--- src/rtl/ets_pkg.sv ---
// Shared types and helpers for the equivalent-time-sampling stream engine.
package ets_pkg;

    typedef enum logic [2:0] {
        IDLE,
        ARM,
        ACC,
        OUT,
        SHIFT,
        WAIT,
        HALT
    } ets_state_t;

    localparam logic [15:0] ETS_HDR_TAG = 16'hE75A;

    // Minimum width (at least 1) able to index 'value' entries.
    function automatic int clog2(input int value);
        int width;
        width = 1;
        while ((1 << width) < value) width++;
        return width;
    endfunction

endpackage

--- src/rtl/ets_bin_acc.sv ---
// One phase bin: saturating counter of 1-bit comparator samples.
module ets_bin_acc #(
    parameter int ACC_W = 32
) (
    input  logic             clk,
    input  logic             reset,
    input  logic             clear,
    input  logic             enable,
    input  logic             sample,
    output logic [ACC_W-1:0] value
);

    // NOTE: the accumulator is ordinary state, so it is reset like any other
    // register; a run always re-clears it in ARM before use anyway.
    always_ff @(posedge clk) begin
        if (reset || clear) begin
            value <= '0;
        end else if (enable && sample && (value != '1)) begin
            value <= value + ACC_W'(1);
        end
    end

endmodule

--- src/rtl/ets_stream_engine.sv ---
// ETS engine: accumulates comparator samples into phase bins per vernier step, streams them on AXIS.
// Define ETS_STREAM_HEADER_EN to prefix each step's burst with a {ETS_HDR_TAG, step} header beat.
module ets_stream_engine
    import ets_pkg::*;
#(
    parameter int NUM_BINS = 10,
    parameter int ACC_W    = 32,
    parameter int CNT_W    = 16
) (
    input  logic             sample_clk,
    input  logic             reset,
    input  logic             start,
    input  logic [CNT_W-1:0] cfg_steps,
    input  logic [CNT_W-1:0] cfg_passes,
    input  logic             cmp_data,
    output logic             shift,
    input  logic             shift_done,
    output logic             m_tvalid,
    input  logic             m_tready,
    output logic [ACC_W-1:0] m_tdata,
    output logic             m_tlast,
    output logic             busy,
    output logic             done
);

`ifdef ETS_STREAM_HEADER_EN
    localparam int HDR = 1;
`else
    localparam int HDR = 0;
`endif
    localparam int OUT_LEN = NUM_BINS + HDR;
    localparam int BIN_W   = clog2(NUM_BINS);
    localparam int WORD_W  = clog2(OUT_LEN);

    localparam logic [BIN_W-1:0]  LAST_BIN  = BIN_W'(NUM_BINS - 1);
    localparam logic [WORD_W-1:0] LAST_WORD = WORD_W'(OUT_LEN - 1);

    ets_state_t        state, state_next;
    logic [CNT_W-1:0]  steps_q, passes_q, step_q, pass_q;
    logic [BIN_W-1:0]  bin_ptr;
    logic [WORD_W-1:0] word;
    logic              done_q;
    logic              beat, last_step;
    logic [ACC_W-1:0]  acc_val [NUM_BINS];

    assign beat      = m_tvalid && m_tready;
    assign last_step = (step_q == steps_q - CNT_W'(1));

    // NOTE: every output of this block is given a default first, so no path
    // through the case can leave a signal unassigned and infer a latch.
    always_comb begin
        state_next = state;
        case (state)
            IDLE:    if (start) state_next = ARM;
            ARM:     state_next = ACC;
            ACC:     if ((bin_ptr == LAST_BIN) && (pass_q == passes_q - CNT_W'(1))) state_next = OUT;
            OUT:     if (beat && (word == LAST_WORD)) state_next = last_step ? HALT : SHIFT;
            SHIFT:   state_next = WAIT;
            WAIT:    if (shift_done) state_next = ARM;
            HALT:    state_next = IDLE;
            default: state_next = IDLE;
        endcase
    end

    // NOTE: all sequential state uses non-blocking assignment so every
    // register samples the pre-edge values, regardless of statement order.
    always_ff @(posedge sample_clk) begin
        if (reset) begin
            state    <= IDLE;
            steps_q  <= '0;
            passes_q <= '0;
            step_q   <= '0;
            pass_q   <= '0;
            bin_ptr  <= '0;
            word     <= '0;
            done_q   <= 1'b0;
        end else begin
            state  <= state_next;
            done_q <= (state == HALT);
            case (state)
                IDLE: if (start) begin
                    steps_q  <= (cfg_steps  == '0) ? CNT_W'(1) : cfg_steps;
                    passes_q <= (cfg_passes == '0) ? CNT_W'(1) : cfg_passes;
                    step_q   <= '0;
                end
                ARM: begin
                    bin_ptr <= '0;
                    pass_q  <= '0;
                    word    <= '0;
                end
                ACC: begin
                    if (bin_ptr == LAST_BIN) begin
                        bin_ptr <= '0;
                        pass_q  <= pass_q + CNT_W'(1);
                    end else begin
                        bin_ptr <= bin_ptr + BIN_W'(1);
                    end
                end
                OUT:     if (beat) word <= word + WORD_W'(1);
                WAIT:    if (shift_done) step_q <= step_q + CNT_W'(1);
                default: ;
            endcase
        end
    end

    for (genvar i = 0; i < NUM_BINS; i++) begin : g_bin
        ets_bin_acc #(.ACC_W(ACC_W)) u_bin (
            .clk    (sample_clk),
            .reset  (reset),
            .clear  (state == ARM),
            .enable ((state == ACC) && (bin_ptr == BIN_W'(i))),
            .sample (cmp_data),
            .value  (acc_val[i])
        );
    end

    always_comb begin
        m_tdata = '0;
        if (state == OUT) begin
`ifdef ETS_STREAM_HEADER_EN
            if (word == '0) m_tdata = ACC_W'({ETS_HDR_TAG, 16'(step_q)});
            else            m_tdata = acc_val[word - WORD_W'(1)];
`else
            m_tdata = acc_val[word];
`endif
        end
    end

    assign m_tvalid = (state == OUT);
    assign m_tlast  = (state == OUT) && (word == LAST_WORD) && last_step;
    assign shift    = (state == SHIFT);
    assign busy     = (state != IDLE);
    assign done     = done_q;

endmodule

--- config.mk ---
export PLATFORM = sky130hd
export DESIGN_NAME = ets_stream_engine
export DESIGN_NICKNAME = d
export VERILOG_FILES = /design/src/rtl/ets_pkg.sv /design/src/rtl/ets_bin_acc.sv /design/src/rtl/ets_stream_engine.sv
export SDC_FILE = /design/constraint.sdc
export NUM_CORES = 1
export LEC_CHECK = 0
export BUFFER_PORTS_ARGS = -buffer_cell sky130_fd_sc_hd__buf_2
export CAP_MARGIN = 10
export CORE_ASPECT_RATIO = 2
export CORE_MARGIN = 2
export CORE_UTILIZATION = 60
export DETAILED_ROUTE_END_ITERATION = 10
export PLACE_DENSITY = 0.88
export SYNTH_ARGS = -nofsm -noshare
export SYNTH_HDL_FRONTEND = slang
export SYNTH_HIERARCHICAL = 1
export SYNTH_SLANG_ARGS = --single-unit
--- constraint.sdc ---
create_clock -name sample_clk -period 7.6 [get_ports sample_clk]
set_input_delay 2.28 -clock sample_clk [delete_from_list [all_inputs] [get_ports sample_clk]]
set_output_delay 2.28 -clock sample_clk [all_outputs]
set_load 0.1 [all_outputs]
==> results of run 1 <==
-- cells by family after synthesis --
group | count (synthesis) | synth area share, %
fa+ha+maj | 16 | 0.824
simple gates | 1318 | 31.3
mux | 145 | 9.29
flops | 396 | 32.6
buf+inv | 160 | 2.73
compound gates | 700 | 19.3
xor+xnor | 109 | 3.93
-- registers in the layout, summed over array words and instances, names as in the netlist --
| register | count |
|---|---|
| bin_ptr | 4 |
| g_bin.u_bin/value | 320 |
| word | 4 |
| state | 3 |
| pass_q | 16 |
| step_q | 16 |
| done | 1 |
| steps_q | 16 |
| passes_q | 16 |
-- worst paths after layout --
check               from                  endpoint
max              word[1]                m_tdata[9]
min          passes_q[1]               passes_q[1]
max reg2reg     state[1]  g_bin[8].u_bin/value[20]
min reg2reg  passes_q[1]               passes_q[1]
-- metal layers --
layer / GRT usage, % / vias to the layer above / routed length (µm)
li1: - / 10900 / -
met1: 36.1 / 11600 / 26400
met2: 64.7 / 1476 / 39700
met3: 8.42 / 489 / 7020
met4: 34.7 / 6 / 8860
met5: 0 / - / 40
-- layout make-up --
cell class / instances / area, µm²
clock inverters: 12 / 163
diodes: 3 / 7.51
flip-flops and latches: 396 / 7930
repair buffers: 85 / 453
fillers: 3270 / 13900
clock buffers: 55 / 1180
inverters: 13 / 48.8
multi-input cells: 2288 / 15700
well taps: 530 / 663
-- metrics by stage --
step	hold WS, ns	setup WS (ns)	cell area (µm²)	util, %	std cells
floorplan	0.448	2.36	24300	-	2844
global placement	0.459	2.43	24800	61.9	3311
detailed placement	0.466	2.37	24800	61.9	3311
CTS	0.474	1.77	26100	65.2	3378
global route	0.517	1.62	26100	65.2	3379
finish	0.475	1.74	26200	65.3	3382
-- power by group through the flow --
stage / combinational, mW / clock [mW] / sequential, mW
2_1_floorplan: 0.697 / 0 / 2.20
3_3_place_gp: 0.828 / 0 / 2.25
3_5_place_dp: 0.859 / 0 / 2.26
4_1_cts: 0.865 / 2.09 / 2.21
5_1_grt: 0.941 / 2.16 / 2.22
6_report: 0.886 / 2.08 / 2.21
-- worst max-delay path: cells and delay by family, from the launching register on --
| family | cells | cell delay, ns |
|---|---|---|
| DFF | 1 | 0.84 |
| and+or+nand+nor | 2 | 0.85 |
| buffers and inverters | 3 | 0.96 |
| AOI/OAI and AO/OA | 1 | 0.36 |
-- cell usage after synthesis (53+ instances only) --
| cell type | count | share of area, % |
|---|---|---|
| dfxtp_1 | 396 | 33 |
| nand2_1 | 301 | 4.7 |
| a21oi_1 | 268 | 5.5 |
| nor2_1 | 216 | 3.3 |
| o21ai_0 | 161 | 3.3 |
| nand3_1 | 144 | 3.0 |
| or3_1 | 122 | 3.1 |
| nand4_1 | 97 | 2.5 |
| clkbuf_1 | 93 | 1.4 |
| and3_1 | 78 | 2.0 |
| mux2i_1 | 78 | 3.2 |
| xnor2_1 | 74 | 2.7 |
| mux4_2 | 64 | 5.9 |
| nand4b_1 | 53 | 1.9 |
==> impl_metrics.yaml, run 1 <==
run_status:
  run_status: "finished clean"
routing:
  vias: 24500
  vias_per_cell: 7.24
  postRouteAntennaNets: 0
  finalWirelength_um: 82000
  firstDrtPassIters: 7
  drt_iter0_markers: 2762
  drc_errors: 0
  wire_per_inst_um: 24.3
clock_network:
  clkSlewWorstSetupHoldPaths_ns: 0.07
  cts_max_level: 2
  postCtsHoldBufs: 0
  cts_tree: "built"
  clk_latency_ns: 0.55
  postCtsResizedCells: 0
  clock_sinks: 396
  post_cts_buffers: 0
  clockRootBuffer: "clkbuf_16"
  clockBufferDepth: 3
  cts_buffers: 38
timing:
  skew_ns: 0.0169
  drv_slew: 0
  period_share_pct: 77.1
  tightest_slew_ns: 1.09
  fmax_mhz: 171
  setup_violations: 0
  rsz0062_at_grt: "no"
  hold_viol: 0
  period_needed_ns: 5.86
  setup_tns_ns: 0
  max_slew_margin_pct: 27.2
hold_path:
  min_path_type: "flop to flop"
  min_path_cells: 2
setup_path:
  critPathArrivalTime_ns: 3.58
  worst_setup_path_end_kind: "output port"
  reg2reg_depth: 9
  worstSetupPathType: "flop to output port"
  required_ns: 5.32
  critical_path.max_fanout: 35
  cp_cell_sequence: "buf_4 > inv_1 > nand2_1 > o22a_1 > nor2_1 > buf_2"
  slowest_stage: "dfxtp_2"
  critPathMaxStageDelay_ns: 0.84
  start_kind: "flop"
  reg2reg_slack_ns: 3.91
grt:
  grt.overflow.total: 0
  first_global_vias: 23200
  grt_pass1_wl_um: 124000
  grtUsageTotal_pct: 37.1
  grt_max_degree: 60
  antenna_found_initial: 5
synthesis:
  synthFlopType: "dfxtp_1"
  synth_cell_types: 81
  syn_inst: 2844
  synth-seq-cells: 396
  synth_seq_area_share_pct: 32.6
  yosysWarnings: 6
  synthesis.nets: 2898
  synth_area_mm2: 0.0243
  avgSynthCellArea_um2: 8.54
  synth_edf_count: 0
  async_reset_ff_share_pct: 0
finish:
  layout_common_cells: "dfxtp_1, nand2_1, a21oi_1"
  nets: 2876
  area_growth_pct: 7.69
  mostFrequentLayoutCell: "dfxtp_1"
  drive_gt1_share_pct: 13.2
placed_design:
  gp_congestion: 1.08
  portBuffers: 74
  dp_hpwl_um: 60000
power_and_ir_drop:
  clkPwrFrac_pct: 40.1
  max-vdd-ir-drop_mv: 0.194
  power_mw: 5.18
  switchingPower_mw: 1.58
  p_leak_nw: 7.95
  p_sw_share_pct: 30.6
  seqPwrFrac_pct: 42.7
  power.density_mw_per_mm2: 198
  pwr-share-comb_pct: 17.1
  p_int_mw: 3.59
floorplan:
  die_y_um: 289
  initial_core_util_pct: 60.6
  die_area_mm2: 0.0422
  rows: 104
  die_width_um: 146
  pin_count: 75
  core-area_mm2: 0.0401
run:
  drv_cap: 0
No activity file was read; power rests on OpenSTA's default activity.
==> run 2: changes to the inputs <==
--- a/config.mk
+++ b/config.mk
@@ -9,7 +9,7 @@
 export CAP_MARGIN = 10
 export CORE_ASPECT_RATIO = 2
 export CORE_MARGIN = 2
-export CORE_UTILIZATION = 60
+export CORE_UTILIZATION = 57
 export DETAILED_ROUTE_END_ITERATION = 10
 export PLACE_DENSITY = 0.88
 export SYNTH_ARGS = -nofsm -noshare
==> constraint.sdc (replaced) <==
create_clock -name sample_clk -period 5.1 [get_ports sample_clk]
set_input_delay 1.53 -clock sample_clk [delete_from_list [all_inputs] [get_ports sample_clk]]
set_output_delay 1.53 -clock sample_clk [all_outputs]
set_load 0.1 [all_outputs]
==> impl_metrics.yaml, run 2 (same netlist as run 1, synthesis figures left out) <==
grt:
  antenna_found_initial: 0
  first_global_vias: 21600
  grt.overflow.total: 0
  grt_pass1_wl_um: 116000
  grt_max_degree: 56
  grtUsageTotal_pct: 32.9
placed_design:
  portBuffers: 74
  detailedPlace.worstSlack_ns: 0.859
  gp_congestion: 1.02
  dp_hpwl_um: 54400
finish:
  mostFrequentLayoutCell: "dfxtp_1"
  nets: 2879
  largest-register: "g_bin.u_bin/value"
  drive_gt1_share_pct: 13.3
  area_growth_pct: 7.94
  antennaDiodeCount: 0
  largest_reg_flops: 320
  layout_common_cells: "dfxtp_1, nand2_1, a21oi_1"
setup_path:
  start_kind: "flop"
  critPathArrivalTime_ns: 3.31
  critical_path.max_fanout: 9
  worst_setup_path_end_kind: "output port"
  required_ns: 3.57
  worstSetupPathType: "flop to output port"
power_and_ir_drop:
  p_int_mw: 5.35
  pwr-share-comb_pct: 17.0
  clkPwrFrac_pct: 40.5
  max-vdd-ir-drop_mv: 0.329
  p_sw_share_pct: 30.5
  power.density_mw_per_mm2: 294
  seqPwrFrac_pct: 42.6
  switchingPower_mw: 2.35
  p_leak_nw: 7.97
clock_network:
  cts_tree: "built"
  clkSlewWorstSetupHoldPaths_ns: 0.07
  cts_buffers: 38
  clockRootBuffer: "clkbuf_16"
  clockBufferDepth: 3
  clock_sinks: 396
  postCtsResizedCells: 0
  postCtsHoldBufs: 0
  cts_max_level: 2
  post_cts_buffers: 0
  clk_latency_ns: 0.56
routing:
  drc_errors: 0
  drt_iter0_markers: 2695
  vias_per_cell: 6.88
  wire_per_inst_um: 22.0
  vias: 23400
  postRouteAntennaNets: 0
  firstDrtPassIters: 8
  finalWirelength_um: 74800
run:
  drv_cap: 0
floorplan:
  core-area_mm2: 0.0423
  pin_count: 75
  die_area_mm2: 0.0444
  rows: 107
  initial_core_util_pct: 57.4
  die_width_um: 150
  die_y_um: 296
timing:
  setup_violations: 0
  period_needed_ns: 4.84
  fmax_mhz: 207
  skew_ns: 0.0321
  max_slew_margin_pct: 27.0
  hold_viol: 0
  setup_tns_ns: 0
  tightest_slew_ns: 1.09
  period_share_pct: 94.8
  setup_ws_ns: 0.265
  rsz0062_at_grt: "no"
  drv_slew: 0
hold_path:
  min_path_type: "flop to flop"
run_status:
  run_status: "finished clean"
[run 2: cell type report]
class	count	area (µm²)
clock buffer	51	1110
clock inverter	19	235
fill	3594	16100
inverter	13	48.8
multi-input combinational	2288	15700
sequential	396	7930
tap	545	682
timing repair buffer	88	500
[run 2: critical path, stage by stage (launching register included)]
cell and delay, ns:
dfxtp_1 0.40, nor4_4 0.57, nand3_2 0.21, or3b_1 0.40, nand3_1 0.09, a31o_1 0.17, and4b_1 0.27, and4_1 0.23
buf_2 0.43
[run 2: metal layers]
metal	share of wire, %	global-route usage, %	wire length [µm]
met4	6.7	19.8	5030
met3	8.4	4.98	6290
met2	46	52.7	34500
met5	0	0	0
met1	39	41.6	28900
[run 2: final timing paths]
| path | startpoint | slack [ns] | to | cells after the start |
|---|---|---|---|---|
| min | passes_q[1] | 0.48 | passes_q[1] | 2 |
| min reg2reg | passes_q[1] | 0.48 | passes_q[1] | 2 |
| max | steps_q[2] | 0.26 | m_tlast | 8 |
| max reg2reg | state[1] | 1.58 | g_bin[8].u_bin/value[20] | 9 |
[run 2: power by group through the flow]
stage	sequential [mW]	combinational, mW	clock (mW)
global placement	3.34	1.26	0
detailed placement	3.35	1.28	0
CTS	3.28	1.29	3.13
finish	3.28	1.31	3.12
floorplan	3.28	1.04	0
global route	3.29	1.41	3.24
[run 2: through the flow]
stage               power (mW)  utilization, %  hold slack [ns]  std cells  area, µm²
floorplan                 4.32               -            0.448       2844      24300
detailed placement        4.62            58.8            0.468       3330      24900
finish                    7.70            62.0            0.480       3400      26200
global placement          4.60            58.8            0.459       3330      24900
CTS                       7.70            62.0            0.477       3400      26200
global route              7.95            62.0            0.497       3400      26200
